$ cat src/rtl/fpmac_dot_engine.sv
// Sequenced floating-point dot-product engine: acc += numA*numB over LEN terms, one term per 5 cycles.
// Truncating arithmetic, denormals flushed to zero, Inf is sticky in the accumulator, ovf/unf are sticky.
module fpmac_dot_engine #(
    parameter int EXP_W = 5,
    parameter int MAN_W = 10,
    parameter int LEN   = 8,
    parameter int CNT_W = 4
) (
    input  logic                   clk,
    input  logic                   Asynch_Reset_n,
    input  logic                   start,
    input  logic                   in_valid,
    output logic                   in_ready,
    input  logic [EXP_W+MAN_W:0]   numA,
    input  logic [EXP_W+MAN_W:0]   numB,
    output logic                   out_valid,
    input  logic                   out_ready,
    output logic [EXP_W+MAN_W:0]   acc_result,
    output logic [CNT_W-1:0]       acc_count,
    output logic                   busy,
    output logic                   ovf,
    output logic                   unf
);
    localparam int W    = 1 + EXP_W + MAN_W;
    localparam int SW   = MAN_W + 1;
    localparam int PW   = 2 * SW;
    localparam int XW   = EXP_W + $clog2(MAN_W + 2) + 2;
    localparam int BIAS = (1 << (EXP_W - 1)) - 1;
    localparam logic [EXP_W-1:0]     EMAX   = '1;
    localparam logic signed [XW-1:0] EMAX_X = XW'((1 << EXP_W) - 1);
    localparam logic signed [XW-1:0] ONE_X  = XW'(1);
    localparam logic signed [XW-1:0] BIAS_X = XW'(BIAS);

    typedef enum logic [2:0] {IDLE, ACCEPT, MUL1, MUL2, ADD1, ADD2, DONE} state_t;

    state_t               state_q, state_d;
    logic [W-1:0]         a_q, a_d, b_q, b_d;
    logic                 m_sign_q, m_sign_d, m_inf_q, m_inf_d, m_zero_q, m_zero_d;
    logic signed [XW-1:0] m_exp_q, m_exp_d;
    logic [PW-1:0]        m_prod_q, m_prod_d;
    logic [W-1:0]         p_q, p_d;
    logic                 p_unf_q, p_unf_d;
    logic                 s_sign_q, s_sign_d, s_inf_q, s_inf_d;
    logic signed [XW-1:0] s_exp_q, s_exp_d;
    logic [SW:0]          s_raw_q, s_raw_d;
    logic [W-1:0]         acc_q, acc_d;
    logic [CNT_W-1:0]     cnt_q, cnt_d;
    logic                 ovf_q, ovf_d, unf_q, unf_d;

    logic [EXP_W-1:0]     pe, ae, e_big, e_small, e_diff;
    logic [SW-1:0]        p_sig, a_sig, sig_big, sig_small, sig_al;
    logic                 p_big, sign_big, p_inf, a_inf;
    logic signed [XW-1:0] n_exp, r_exp;
    logic [MAN_W-1:0]     n_frac, r_frac;
    logic [W-1:0]         r_val;
    logic                 r_inf, r_unf;
    int                   lead;

    always_comb begin
        m_sign_d = a_q[W-1] ^ b_q[W-1];
        m_inf_d  = (a_q[W-2:MAN_W] == EMAX) || (b_q[W-2:MAN_W] == EMAX);
        m_zero_d = (a_q[W-2:MAN_W] == '0) || (b_q[W-2:MAN_W] == '0);
        m_exp_d  = XW'(a_q[W-2:MAN_W]) + XW'(b_q[W-2:MAN_W]) - BIAS_X;
        m_prod_d = PW'({1'b1, a_q[MAN_W-1:0]}) * PW'({1'b1, b_q[MAN_W-1:0]});

        // Product significand lies in [1,4); a set top bit means one extra binade.
        if (m_prod_q[PW-1]) begin
            n_exp  = m_exp_q + ONE_X;
            n_frac = MAN_W'(m_prod_q >> (MAN_W + 1));
        end else begin
            n_exp  = m_exp_q;
            n_frac = MAN_W'(m_prod_q >> MAN_W);
        end
        p_d     = '0;
        p_unf_d = 1'b0;
        if (m_inf_q || n_exp >= EMAX_X) begin
            p_d = {m_sign_q, EMAX, {MAN_W{1'b0}}};
        end else if (!m_zero_q) begin
            if (n_exp < ONE_X) p_unf_d = 1'b1;
            else               p_d = {m_sign_q, n_exp[EXP_W-1:0], n_frac};
        end

        pe        = p_q[W-2:MAN_W];
        ae        = acc_q[W-2:MAN_W];
        p_inf     = (pe == EMAX);
        a_inf     = (ae == EMAX);
        p_sig     = (pe != '0) ? {1'b1, p_q[MAN_W-1:0]} : '0;
        a_sig     = (ae != '0) ? {1'b1, acc_q[MAN_W-1:0]} : '0;
        p_big     = (p_q[W-2:0] >= acc_q[W-2:0]);
        sign_big  = p_big ? p_q[W-1] : acc_q[W-1];
        e_big     = p_big ? pe : ae;
        e_small   = p_big ? ae : pe;
        sig_big   = p_big ? p_sig : a_sig;
        sig_small = p_big ? a_sig : p_sig;
        e_diff    = e_big - e_small;
        sig_al    = (int'(e_diff) >= MAN_W + 2) ? '0 : (sig_small >> e_diff);
        s_raw_d   = (p_q[W-1] == acc_q[W-1]) ? ({1'b0, sig_big} + {1'b0, sig_al})
                                             : ({1'b0, sig_big} - {1'b0, sig_al});
        s_exp_d   = XW'(e_big);
        s_inf_d   = p_inf || a_inf;
        // Opposite infinities resolve to +Inf, which the AND of the two signs gives directly.
        if (p_inf && a_inf) s_sign_d = p_q[W-1] & acc_q[W-1];
        else if (p_inf)     s_sign_d = p_q[W-1];
        else if (a_inf)     s_sign_d = acc_q[W-1];
        else                s_sign_d = sign_big;

        lead = 0;
        for (int i = 0; i <= SW; i++) begin
            if (s_raw_q[i]) lead = i;
        end
        if (lead > MAN_W) begin
            r_exp  = s_exp_q + ONE_X;
            r_frac = MAN_W'(s_raw_q >> 1);
        end else begin
            r_exp  = s_exp_q - XW'(MAN_W - lead);
            r_frac = MAN_W'(s_raw_q << (MAN_W - lead));
        end
        r_val = '0;
        r_inf = 1'b0;
        r_unf = 1'b0;
        if (s_inf_q || (s_raw_q != '0 && r_exp >= EMAX_X)) begin
            r_val = {s_sign_q, EMAX, {MAN_W{1'b0}}};
            r_inf = 1'b1;
        end else if (s_raw_q != '0) begin
            if (r_exp < ONE_X) r_unf = 1'b1;
            else               r_val = {s_sign_q, r_exp[EXP_W-1:0], r_frac};
        end
    end

    always_comb begin
        state_d = state_q;
        a_d     = a_q;
        b_d     = b_q;
        acc_d   = acc_q;
        cnt_d   = cnt_q;
        ovf_d   = ovf_q;
        unf_d   = unf_q;
        unique case (state_q)
            IDLE: begin
                if (start) begin
                    acc_d   = '0;
                    cnt_d   = '0;
                    ovf_d   = 1'b0;
                    unf_d   = 1'b0;
                    state_d = ACCEPT;
                end
            end
            ACCEPT: begin
                if (in_valid) begin
                    a_d     = numA;
                    b_d     = numB;
                    state_d = MUL1;
                end
            end
            MUL1: state_d = MUL2;
            MUL2: state_d = ADD1;
            ADD1: state_d = ADD2;
            ADD2: begin
                acc_d = r_val;
                if (int'(cnt_q) < LEN) cnt_d = cnt_q + CNT_W'(1);
                ovf_d   = ovf_q | r_inf;
                unf_d   = unf_q | p_unf_q | r_unf;
                state_d = (int'(cnt_q) + 1 >= LEN) ? DONE : ACCEPT;
            end
            DONE: begin
                if (out_ready) state_d = IDLE;
            end
            default: state_d = IDLE;
        endcase
    end

    always_ff @(posedge clk or negedge Asynch_Reset_n) begin
        if (!Asynch_Reset_n) begin
            state_q  <= IDLE;
            a_q      <= '0;
            b_q      <= '0;
            m_sign_q <= 1'b0;
            m_inf_q  <= 1'b0;
            m_zero_q <= 1'b0;
            m_exp_q  <= '0;
            m_prod_q <= '0;
            p_q      <= '0;
            p_unf_q  <= 1'b0;
            s_sign_q <= 1'b0;
            s_inf_q  <= 1'b0;
            s_exp_q  <= '0;
            s_raw_q  <= '0;
            acc_q    <= '0;
            cnt_q    <= '0;
            ovf_q    <= 1'b0;
            unf_q    <= 1'b0;
        end else begin
            state_q  <= state_d;
            a_q      <= a_d;
            b_q      <= b_d;
            m_sign_q <= m_sign_d;
            m_inf_q  <= m_inf_d;
            m_zero_q <= m_zero_d;
            m_exp_q  <= m_exp_d;
            m_prod_q <= m_prod_d;
            p_q      <= p_d;
            p_unf_q  <= p_unf_d;
            s_sign_q <= s_sign_d;
            s_inf_q  <= s_inf_d;
            s_exp_q  <= s_exp_d;
            s_raw_q  <= s_raw_d;
            acc_q    <= acc_d;
            cnt_q    <= cnt_d;
            ovf_q    <= ovf_d;
            unf_q    <= unf_d;
        end
    end

    assign in_ready   = (state_q == ACCEPT);
    assign out_valid  = (state_q == DONE);
    assign busy       = (state_q != IDLE);
    assign acc_result = acc_q;
    assign acc_count  = cnt_q;
    assign ovf        = ovf_q;
    assign unf        = unf_q;
endmodule

$ cat config.mk
export PLATFORM = sky130hd
export DESIGN_NAME = fpmac_dot_engine
export DESIGN_NICKNAME = d
export VERILOG_FILES = /design/src/rtl/fpmac_dot_engine.sv
export SDC_FILE = /design/constraint.sdc
export NUM_CORES = 1
export LEC_CHECK = 0
export ABC_CLOCK_PERIOD_IN_PS = 8800
export BUFFER_PORTS_ARGS = -buffer_cell sky130_fd_sc_hd__buf_2
export CAP_MARGIN = 20
export CORE_MARGIN = 1.5
export CORE_UTILIZATION = 63
export CTS_CLUSTER_DIAMETER = 40
export CTS_CLUSTER_SIZE = 20
export DETAILED_ROUTE_END_ITERATION = 12
export GPL_ROUTABILITY_DRIVEN = 0
export PLACE_DENSITY = 0.82
export SLEW_MARGIN = 20
export SYNTH_ARGS = -nofsm -noshare
export SYNTH_HDL_FRONTEND = slang
export SYNTH_SLANG_ARGS = --single-unit
$ cat constraint.sdc
create_clock -name clk -period 8.8 [get_ports clk]
set_input_delay 0.88 -clock clk [delete_from_list [all_inputs] [get_ports clk]]
set_output_delay 0.88 -clock clk [all_outputs]
set_load 0.05 [all_outputs]
==> results of run 1 <==
## final timing paths
check | start | endpoint | cells after the start
max in group asynchronous | Asynch_Reset_n | b_q[0]$_DFFE_PN0P_ | 2
hold / removal | Asynch_Reset_n | acc_result[15]$_DFFE_PN0P_ | 1
hold reg to reg | a_q[15]$_DFFE_PN0P_ | m_sign_q$_DFF_PN0_ | 1
setup reg to reg | acc_result[10]$_DFFE_PN0P_ | s_raw_q[11]$_DFF_PN0_ | 29
setup / recovery | acc_result[10]$_DFFE_PN0P_ | s_raw_q[11]$_DFF_PN0_ | 29
min in group clk | a_q[15]$_DFFE_PN0P_ | m_sign_q$_DFF_PN0_ | 1
## layer usage
layer / global-route usage, % / vias up / wire [µm]
met1: 34.4 / 4268 / 10000
li1: - / 4202 / -
met3: 4.26 / 56 / 1140
met5: 0 / - / 0
met2: 50.9 / 263 / 12600
met4: 10.9 / 0 / 712
## cell type report
cell class              instances  area (µm²)
inverters                     125         469
clock inverters                13         150
clock buffers                  19         453
repair buffers                 66         345
well taps                     225         282
flip-flops and latches        115        2880
fillers                      1269        5090
multi-input cells             917        7690
## placed cells by master, fill, tap and decap left out, types with 31 or more instances in the layout
| cell type | count |
|---|---|
| nand2_1 | 138 |
| and2_1 | 65 |
| a21oi_1 | 50 |
| inv_1 | 124 |
| buf_2 | 60 |
| fa_1 | 82 |
| ha_1 | 105 |
| dfrtp_1 | 115 |
| nor2_1 | 60 |
| mux2i_1 | 31 |
| mux2_2 | 31 |
| o21ai_0 | 52 |
| nand3_1 | 32 |
## flip-flops by register name, summed over array words and instances, names as in the netlist, 3 cells and up
name,flops
a_q,16
acc_count,4
acc_result,16
b_q,16
m_exp_q,7
m_prod_q,12
p_q,16
s_exp_q,5
s_raw_q,12
state_q,3
## cell families (layout without fill, tap and decap cells)
family	Yosys count	count (layout)	synth area share, %
buffers and inverters	178	223	6.08
flip-flops	115	115	25.6
AND/OR/NAND/NOR	391	391	17.2
multiplexers	75	75	8.37
AO/OA/AOI/OAI	213	213	12.3
adder cells (fa/ha/maj)	191	191	26.7
XOR/XNOR	47	47	3.73
## cells in the mapped netlist (all sizes together), types with 8 or more instances
| cell | instances |
|---|---|
| nand2b | 12 |
| xor2 | 18 |
| xnor2 | 29 |
| mux4 | 12 |
| buf | 10 |
| clkbuf | 43 |
| and2 | 65 |
| inv | 124 |
| a21oi | 50 |
| nor2 | 62 |
| mux2 | 32 |
| mux2i | 31 |
| nor3 | 25 |
| a21o | 15 |
| nand3 | 32 |
| and3 | 8 |
| dfrtp | 115 |
| ha | 105 |
| nand2 | 138 |
| fa | 82 |
| o21ai | 69 |
## worst register-to-register path, delay by kind of cell (launching register included)
family | cells | cell delay, ps
compound gates | 13 | 3140
buf+inv | 4 | 800
mux | 2 | 550
xor+xnor | 2 | 300
flops | 1 | 430
fa+ha+maj | 3 | 1440
simple gates | 5 | 680
## stage by stage
step | setup slack [ps] | utilization, % | hold slack, ps | cell area [µm²]
after floorplan | 2160 | - | 423 | 11200
after global placement | 1780 | 67.1 | 446 | 11700
after detailed placement | 1440 | 67.1 | 454 | 11700
after CTS | 1410 | 70.6 | 422 | 12300
after global routing | 756 | 70.7 | 433 | 12300
final | 1360 | 70.7 | 405 | 12300
==> results by group, run 1 <==
Global routing
  • GRT overflow: 0
  • GRT Util Overall: 28.4%
  • Vias in the first global route: 8,896
  • Antenna violations before repair: 0
  • Largest net degree at the start of global routing: 79
  • First-pass GRT wire length: 41.8 mm

Place
  • IO Port Bufs: 61
  • DP Cell Count: 1,448
  • Post-detail-place hpwl: 18.8 mm

Clock network
  • Clk pin slew, worst setup/hold paths: 60 ps
  • Post-CTS Setup Inserts: 0
  • CTS tree: yes
  • Num Clock Sinks: 115
  • CTS root buf: clkbuf_16
  • CTS Buf Count: 17
  • Resize count post-CTS: 0
  • Post-cts hold buffer count: 0
  • H-tree depth: 4
  • Max Root-Sink Buffers: 2
  • Worst-Skew Late Latency: 420 ps

Finish
  • Area Overhead vs Synth: 9.13%
  • Post-Layout Cell Count: 1,480
  • Nets: 1,466
  • Layout cell share with drive strength beyond 1: 13.3%
  • # diodes: 0

Routing
  • Post-Route WL: 24.4 mm
  • Final ANT Viol Nets: 0
  • Via Count: 8,789
  • DR DRC count: 0
  • Initial drt markers: 560
  • Drt pass-1 iters: 6
  • Average vias per placed instance: 5.94
  • Wire per inst: 16.5 µm

Floorplan
  • CORE AREA: 0.0174 mm²
  • IO Pins: 62
  • DIE AREA: 0.0187 mm²
  • Num rows: 48
  • DIE HEIGHT: 137 µm
  • Die X: 137 µm
  • Initial core utilization: 64.8%

Yosys
  • Main synth FF type: dfrtp_1
  • Mean cell area of the mapped netlist: 9.29 µm²
  • Register area share after synthesis: 25.6%
  • Yosys warnings: 0
  • Synth Register Bits: 115
  • Async SR Flop Fraction: 100%
  • Share of the synthesized area in the top cell type: 25.6%
  • Post-synth EDFFs: 0
  • Syn nets: 1,434
  • Cell Area, Synth: 0.0112 mm²
  • Count of cell types in the netlist: 73
  • Area contributors post-synth: dfrtp_1 26%, fa_1 15%, ha_1 12%
  • Post-Syn Instances: 1,210
  • Post-synth top area cell: dfrtp_1

Timing
  • Final clock skew: 10.0 ps
  • Setup TNS: 0 ps
  • Fin crit period: 7440 ps
  • Fmax: 0.134 GHz
  • Final count of pins violating max slew: 0
  • Max-slew headroom: 37.6%
  • Fin. Hold Viols: 0
  • Final setup vio count: 0
  • RSZ-0062 raised after global routing: no
  • Final period utilization: 84.5%
  • Actual slew at the worst max-slew pin: 936 ps

Critical path
  • Startpoint Class: flip-flop
  • R2R setup slack: 1360 ps
  • Worst path max stage delay: 700 ps
  • Setup crit end kind: flip-flop
  • CP delay by family, top: compound AO/OA/AOI/OAI gates
  • Peak fanout along the critical path: 27
  • Critical path class: reg -> reg
  • Crit path buffers/inverters: 4
  • WP data required: 9140 ps
  • Cell at the slowest stage of the critical path: ha_1
  • CP arrival: 7780 ps

Status
  • Status: finished clean

Job
  • Max cap viols: 0

Worst hold path
  • HP Class: in -> async
Power of run 1 is left out: the tool's default activity adds up to more than one toggle a clock period on the data nets, which glitch-free logic cannot reach.
==> run 2, diff against run 1 <==
- ABC_CLOCK_PERIOD_IN_PS: 8800 -> 6700
- CORE_UTILIZATION: 63 -> 57
- PLACE_DENSITY: 0.82 -> 0.78
- clock period: 8.8 -> 6.7 ns (I/O delays scaled with it)
==> results by group, run 2 (synthesis gave the netlist of run 1 again) <==
Critical path
  • CP dominant cell by count: a21oi_1
  • WP data required: 7040 ps (was 9140 ps)
  • Cell at the slowest stage of the critical path: dfrtp_1 (was ha_1)
  • Peak fanout along the critical path: 6 (was 27)
  • Setup crit end kind: flip-flop (unchanged)
  • Worst path max stage delay: 420 ps (was 700 ps)
  • Startpoint Class: flip-flop (unchanged)
  • Critical path class: reg -> reg (unchanged)
  • R2R setup slack: 270 ps (was 1360 ps)
  • CP arrival: 6770 ps (was 7780 ps)

Clock network
  • Max Root-Sink Buffers: 2 (unchanged)
  • CTS Buf Count: 17 (unchanged)
  • H-tree depth: 4 (unchanged)
  • Worst-Skew Late Latency: 420 ps (about the same)
  • Num Clock Sinks: 115 (unchanged)
  • CTS tree: yes (unchanged)
  • CTS root buf: clkbuf_16 (unchanged)
  • Clk pin slew, worst setup/hold paths: 60 ps (about the same)
  • Post-cts hold buffer count: 0 (unchanged)

Floorplan
  • Die X: 143 µm (was 137 µm)
  • CORE AREA: 0.0194 mm² (was 0.0174 mm²)
  • DIE HEIGHT: 143 µm (was 137 µm)
  • Num rows: 51 (was 48)
  • Initial core utilization: 58.0% (was 64.8%)
  • IO Pins: 62 (unchanged)
  • DIE AREA: 0.0206 mm² (was 0.0187 mm²)

Finish
  • # diodes: 0 (unchanged)
  • Area Overhead vs Synth: 10.6% (was 9.13%)
  • Final core utilization: 64.1% (was 70.7%)
  • Layout cell share with drive strength beyond 1: 14.5% (was 13.3%)
  • Commonest non-fill, non-tap cells in the layout: 138 x nand2_1, 123 x inv_1, 114 x dfrtp_1, 103 x ha_1, 82 x fa_1 (was 138 x nand2_1, 124 x inv_1, 115 x dfrtp_1, 105 x ha_1, 82 x fa_1)
  • Nets: 1,477 (was 1,466)
  • Most common cell after layout, fill and taps aside: nand2_1 (unchanged)

Worst hold path
  • HP Class: in -> async (unchanged)

Routing
  • Drt pass-1 iters: 5 (was 6)
  • Wire per inst: 16.2 µm (was 16.5 µm)
  • Final ANT Viol Nets: 0 (unchanged)
  • Average vias per placed instance: 5.79 (was 5.94)
  • Post-Route WL: 24.8 mm (was 24.4 mm)
  • Initial drt markers: 633 (was 560)
  • DR DRC count: 0 (unchanged)
  • Via Count: 8,860 (was 8,789)

Global routing
  • Vias in the first global route: 8,902 (was 8,896)
  • First-pass GRT wire length: 41.7 mm (was 41.8 mm)
  • Antenna violations before repair: 0 (unchanged)
  • GRT Util Overall: 25.6% (was 28.4%)
  • GRT overflow: 0 (unchanged)
  • Largest net degree at the start of global routing: 62 (was 79)

Timing
  • Final hold slack: 311 ps (was 405 ps)
  • Final clock skew: 8.76 ps (was 10.0 ps)
  • Fmax: 0.156 GHz (was 0.134 GHz)
  • Max-slew headroom: 27.4% (was 37.6%)
  • Final period utilization: 96.0% (was 84.5%)
  • Actual slew at the worst max-slew pin: 1080 ps (was 936 ps)
  • Final worst setup slack: 270 ps (was 1360 ps)
  • Fin crit period: 6430 ps (was 7440 ps)
  • Final setup vio count: 0 (unchanged)
  • Fin. Hold Viols: 0 (unchanged)
  • Final count of pins violating max slew: 0 (unchanged)

Place
  • Post-place setup slack: 218 ps (was 1440 ps)
  • Post-detail-place hpwl: 19.2 mm (was 18.8 mm)
  • IO Port Bufs: 61 (unchanged)

Status
  • Status: finished clean (unchanged)

Job
  • Max cap viols: 0 (unchanged)
## run 2: worst paths after layout
kind                                               to  cells after the start                        from
max in group asynchronous  acc_result[12]$_DFFE_PN0P_                      2              Asynch_Reset_n
setup reg to reg                s_raw_q[11]$_DFF_PN0_                     29  acc_result[10]$_DFFE_PN0P_
hold / removal                    a_q[14]$_DFFE_PN0P_                      1              Asynch_Reset_n
hold reg to reg                    m_zero_q$_DFF_PN0_                      1         b_q[14]$_DFFE_PN0P_
min in group clk                  a_q[14]$_DFFE_PN0P_                      3                    numA[14]
setup / recovery                s_raw_q[11]$_DFF_PN0_                     29  acc_result[10]$_DFFE_PN0P_
## run 2: what timing repair did
action	4_1_cts	5_1_grt
gates resized for setup	0	12
buffers inserted	0	3
setup endpoints to repair	0	3
## run 2: through the flow
step | setup TNS [ps] | cells | instance area (µm²)
finish | 0 | 1531 | 12400
global route | -105 | 1531 | 12400
CTS | 0 | 1527 | 12400
detailed placement | 0 | 1495 | 11800
global placement | 0 | 1495 | 11800
floorplan | 0 | 1210 | 11200
## run 2: layout make-up
type	count	area (µm²)
Tap cell	265	332
Fill cell	1613	6970
Sequential cell	115	2880
Clock buffer	19	433
Clock inverter	13	160
Timing Repair Buffer	77	428
Inverter	125	473
Multi-Input combinational cell	917	7730
## run 2: critical path: cells and delay by family, from the launching register on
family	cells	cell delay, ps
AO/OA/AOI/OAI	18	3670
XOR/XNOR	2	330
adder cells (fa/ha/maj)	4	1180
buffers and inverters	1	120
flip-flops	1	420
multiplexers	1	160
AND/OR/NAND/NOR	3	470
## run 2: per-layer routing
| metal | track usage (%) | vias up | routed length, µm |
|---|---|---|---|
| met5 | 0 | - | 0 |
| met4 | 10.5 | 0 | 709 |
| met3 | 4.27 | 63 | 1360 |
| met2 | 44.7 | 284 | 12400 |
| met1 | 31.4 | 4282 | 10300 |
| li1 | - | 4231 | - |
Power of run 2 is left out for the same reason.
==> run 3, diff against run 2 <==
- ABC_CLOCK_PERIOD_IN_PS: 6700 -> 8210
- CORE_UTILIZATION: 57 -> 68
- PLACE_DENSITY: 0.78 -> 0.87
- clock period: 6.7 -> 8.21 ns (I/O delays scaled with it)
==> results by group, run 3 (synthesis gave the netlist of run 1 again) <==
Status
  • Status: finished clean (unchanged)

Timing
  • RSZ-0062 raised after global routing: no
  • Fmax: 0.133 GHz (was 0.156 GHz)
  • Final setup vio count: 0 (unchanged)
  • Final count of pins violating max slew: 0 (unchanged)
  • Max-slew headroom: 37.4% (was 27.4%)
  • Setup TNS: 0 ps (unchanged)
  • Final clock skew: 11.4 ps (was 8.76 ps)
  • Final period utilization: 91.8% (was 96.0%)
  • Actual slew at the worst max-slew pin: 930 ps (was 1080 ps)
  • Fin crit period: 7540 ps (was 6430 ps)
  • Fin. Hold Viols: 0 (unchanged)

Routing
  • Initial drt markers: 655 (was 633)
  • DR DRC count: 0 (unchanged)
  • Final ANT Viol Nets: 0 (unchanged)
  • Average vias per placed instance: 6.18 (was 5.79)
  • Drt pass-1 iters: 5 (unchanged)
  • Via Count: 9,096 (was 8,860)
  • Wire per inst: 17.9 µm (was 16.2 µm)
  • Post-Route WL: 26.3 mm (was 24.8 mm)

Finish
  • Nets: 1,467 (was 1,477)
  • Area Overhead vs Synth: 9.07% (was 10.6%)
  • Most common cell after layout, fill and taps aside: nand2_1 (unchanged)
  • Final Instance Area: 0.0123 mm² (was 0.0124 mm²)
  • # diodes: 0 (unchanged)
  • Commonest non-fill, non-tap cells in the layout: 138 x nand2_1, 124 x inv_1, 115 x dfrtp_1, 105 x ha_1, 82 x fa_1 (was 138 x nand2_1, 123 x inv_1, 114 x dfrtp_1, 103 x ha_1, 82 x fa_1)
  • Layout cell share with drive strength beyond 1: 13.3% (was 14.5%)

Global routing
  • Vias in the first global route: 9,542 (was 8,902)
  • GRT overflow: 0 (unchanged)
  • GRT Util Overall: 32.3% (was 25.6%)
  • First-pass GRT wire length: 45.1 mm (was 41.7 mm)
  • Antenna violations before repair: 0 (unchanged)
  • Largest net degree at the start of global routing: 80 (was 62)

Critical path
  • Worst path max stage delay: 700 ps (was 420 ps)
  • WP data required: 8560 ps (was 7040 ps)
  • CP arrival: 7890 ps (was 6770 ps)
  • Peak fanout along the critical path: 27 (was 6)
  • Origin of the worst setup path: acc_result[10]$_DFFE_PN0P_ (unchanged)
  • Reg2reg start: acc_result[10]$_DFFE_PN0P_ (unchanged)
  • Setup crit end kind: flip-flop (unchanged)
  • Cell at the slowest stage of the critical path: ha_1 (was dfrtp_1)
  • Critical path class: reg -> reg (unchanged)
  • Startpoint Class: flip-flop (unchanged)

Clock network
  • Worst-Skew Late Latency: 430 ps (was 420 ps)
  • Resize count post-CTS: 0 (unchanged)
  • Max Root-Sink Buffers: 2 (unchanged)
  • Num Clock Sinks: 115 (unchanged)
  • CTS root buf: clkbuf_16 (unchanged)
  • Post-CTS Setup Inserts: 0 (unchanged)
  • H-tree depth: 4 (unchanged)
  • CTS Buf Count: 17 (unchanged)
  • Post-cts hold buffer count: 0 (unchanged)
  • CTS tree: yes (unchanged)
  • Clk pin slew, worst setup/hold paths: 60 ps (about the same)

Floorplan
  • IO Pins: 62 (unchanged)
  • Num rows: 46 (was 51)
  • Initial core utilization: 70.3% (was 58.0%)
  • Die X: 132 µm (was 143 µm)
  • DIE AREA: 0.0173 mm² (was 0.0206 mm²)
  • CORE AREA: 0.0160 mm² (was 0.0194 mm²)
  • DIE HEIGHT: 132 µm (was 143 µm)

Place
  • Post-detail-place hpwl: 19.3 mm (was 19.2 mm)
  • Placement Cell Area: 0.0117 mm² (was 0.0118 mm²)
  • IO Port Bufs: 61 (unchanged)

Job
  • Max cap viols: 0 (unchanged)

Worst hold path
  • HP Class: in -> async (unchanged)
==> run 3: cell count changes in the layout (fill, tap and decap cells not counted), moves of 2 or more <==
cell,delta
buf_4,-9
clkbuf_8,+2
clkinv_2,-4
ha_1,+2
ha_2,-2
inv_6,+4
mux2i_1,+2
mux2i_2,-2
==> run 3: routing by layer <==
layer	track usage, %	vias up	routed length [µm]
li1	-	4200	-
met1	37.3	4362	10000
met2	56.8	413	13300
met3	5.79	121	1750
met4	17.6	0	1270
met5	0	-	0
==> run 3: path summary, 6_finish.rpt <==
path / slack (ps) / to / cells after the start
worst max-delay path: 670 / s_raw_q[11]$_DFF_PN0_ / 29
worst min-delay path: 340 / acc_count[1]$_DFFE_PN0P_ / 1
worst max register to register: 670 / s_raw_q[11]$_DFF_PN0_ / 29
worst min register to register: 460 / m_sign_q$_DFF_PN0_ / 1
max in group asynchronous: 6550 / b_q[1]$_DFFE_PN0P_ / 2
min in group clk: 460 / m_sign_q$_DFF_PN0_ / 1
==> run 3: per-stage QoR <==
stage,instances,hold slack (ps),util [%],setup WS (ps)
finish,1472,340,76.6,672
CTS,1472,344,76.6,759
global placement,1440,446,72.8,1190
detailed placement,1440,457,72.8,817
global route,1472,377,76.6,33.7
floorplan,1210,423,-,1570
==> run 3: worst max-delay path: cells and delay by family (launching register included) <==
family | cells | cell delay (ps)
fa+ha+maj | 3 | 1440
compound gates | 13 | 3230
flops | 1 | 440
buf+inv | 4 | 800
xor+xnor | 2 | 310
simple gates | 5 | 680
mux | 2 | 560
==> run 3: cell type report <==
| class | instances | area, µm² |
|---|---|---|
| clock inverter | 12 | 144 |
| fill | 1041 | 3740 |
| inverter | 125 | 469 |
| timing repair buffer | 67 | 353 |
| sequential | 115 | 2880 |
| tap | 216 | 270 |
| clock buffer | 20 | 457 |
| multi-input combinational | 917 | 7690 |
Power of run 3 is left out for the same reason.
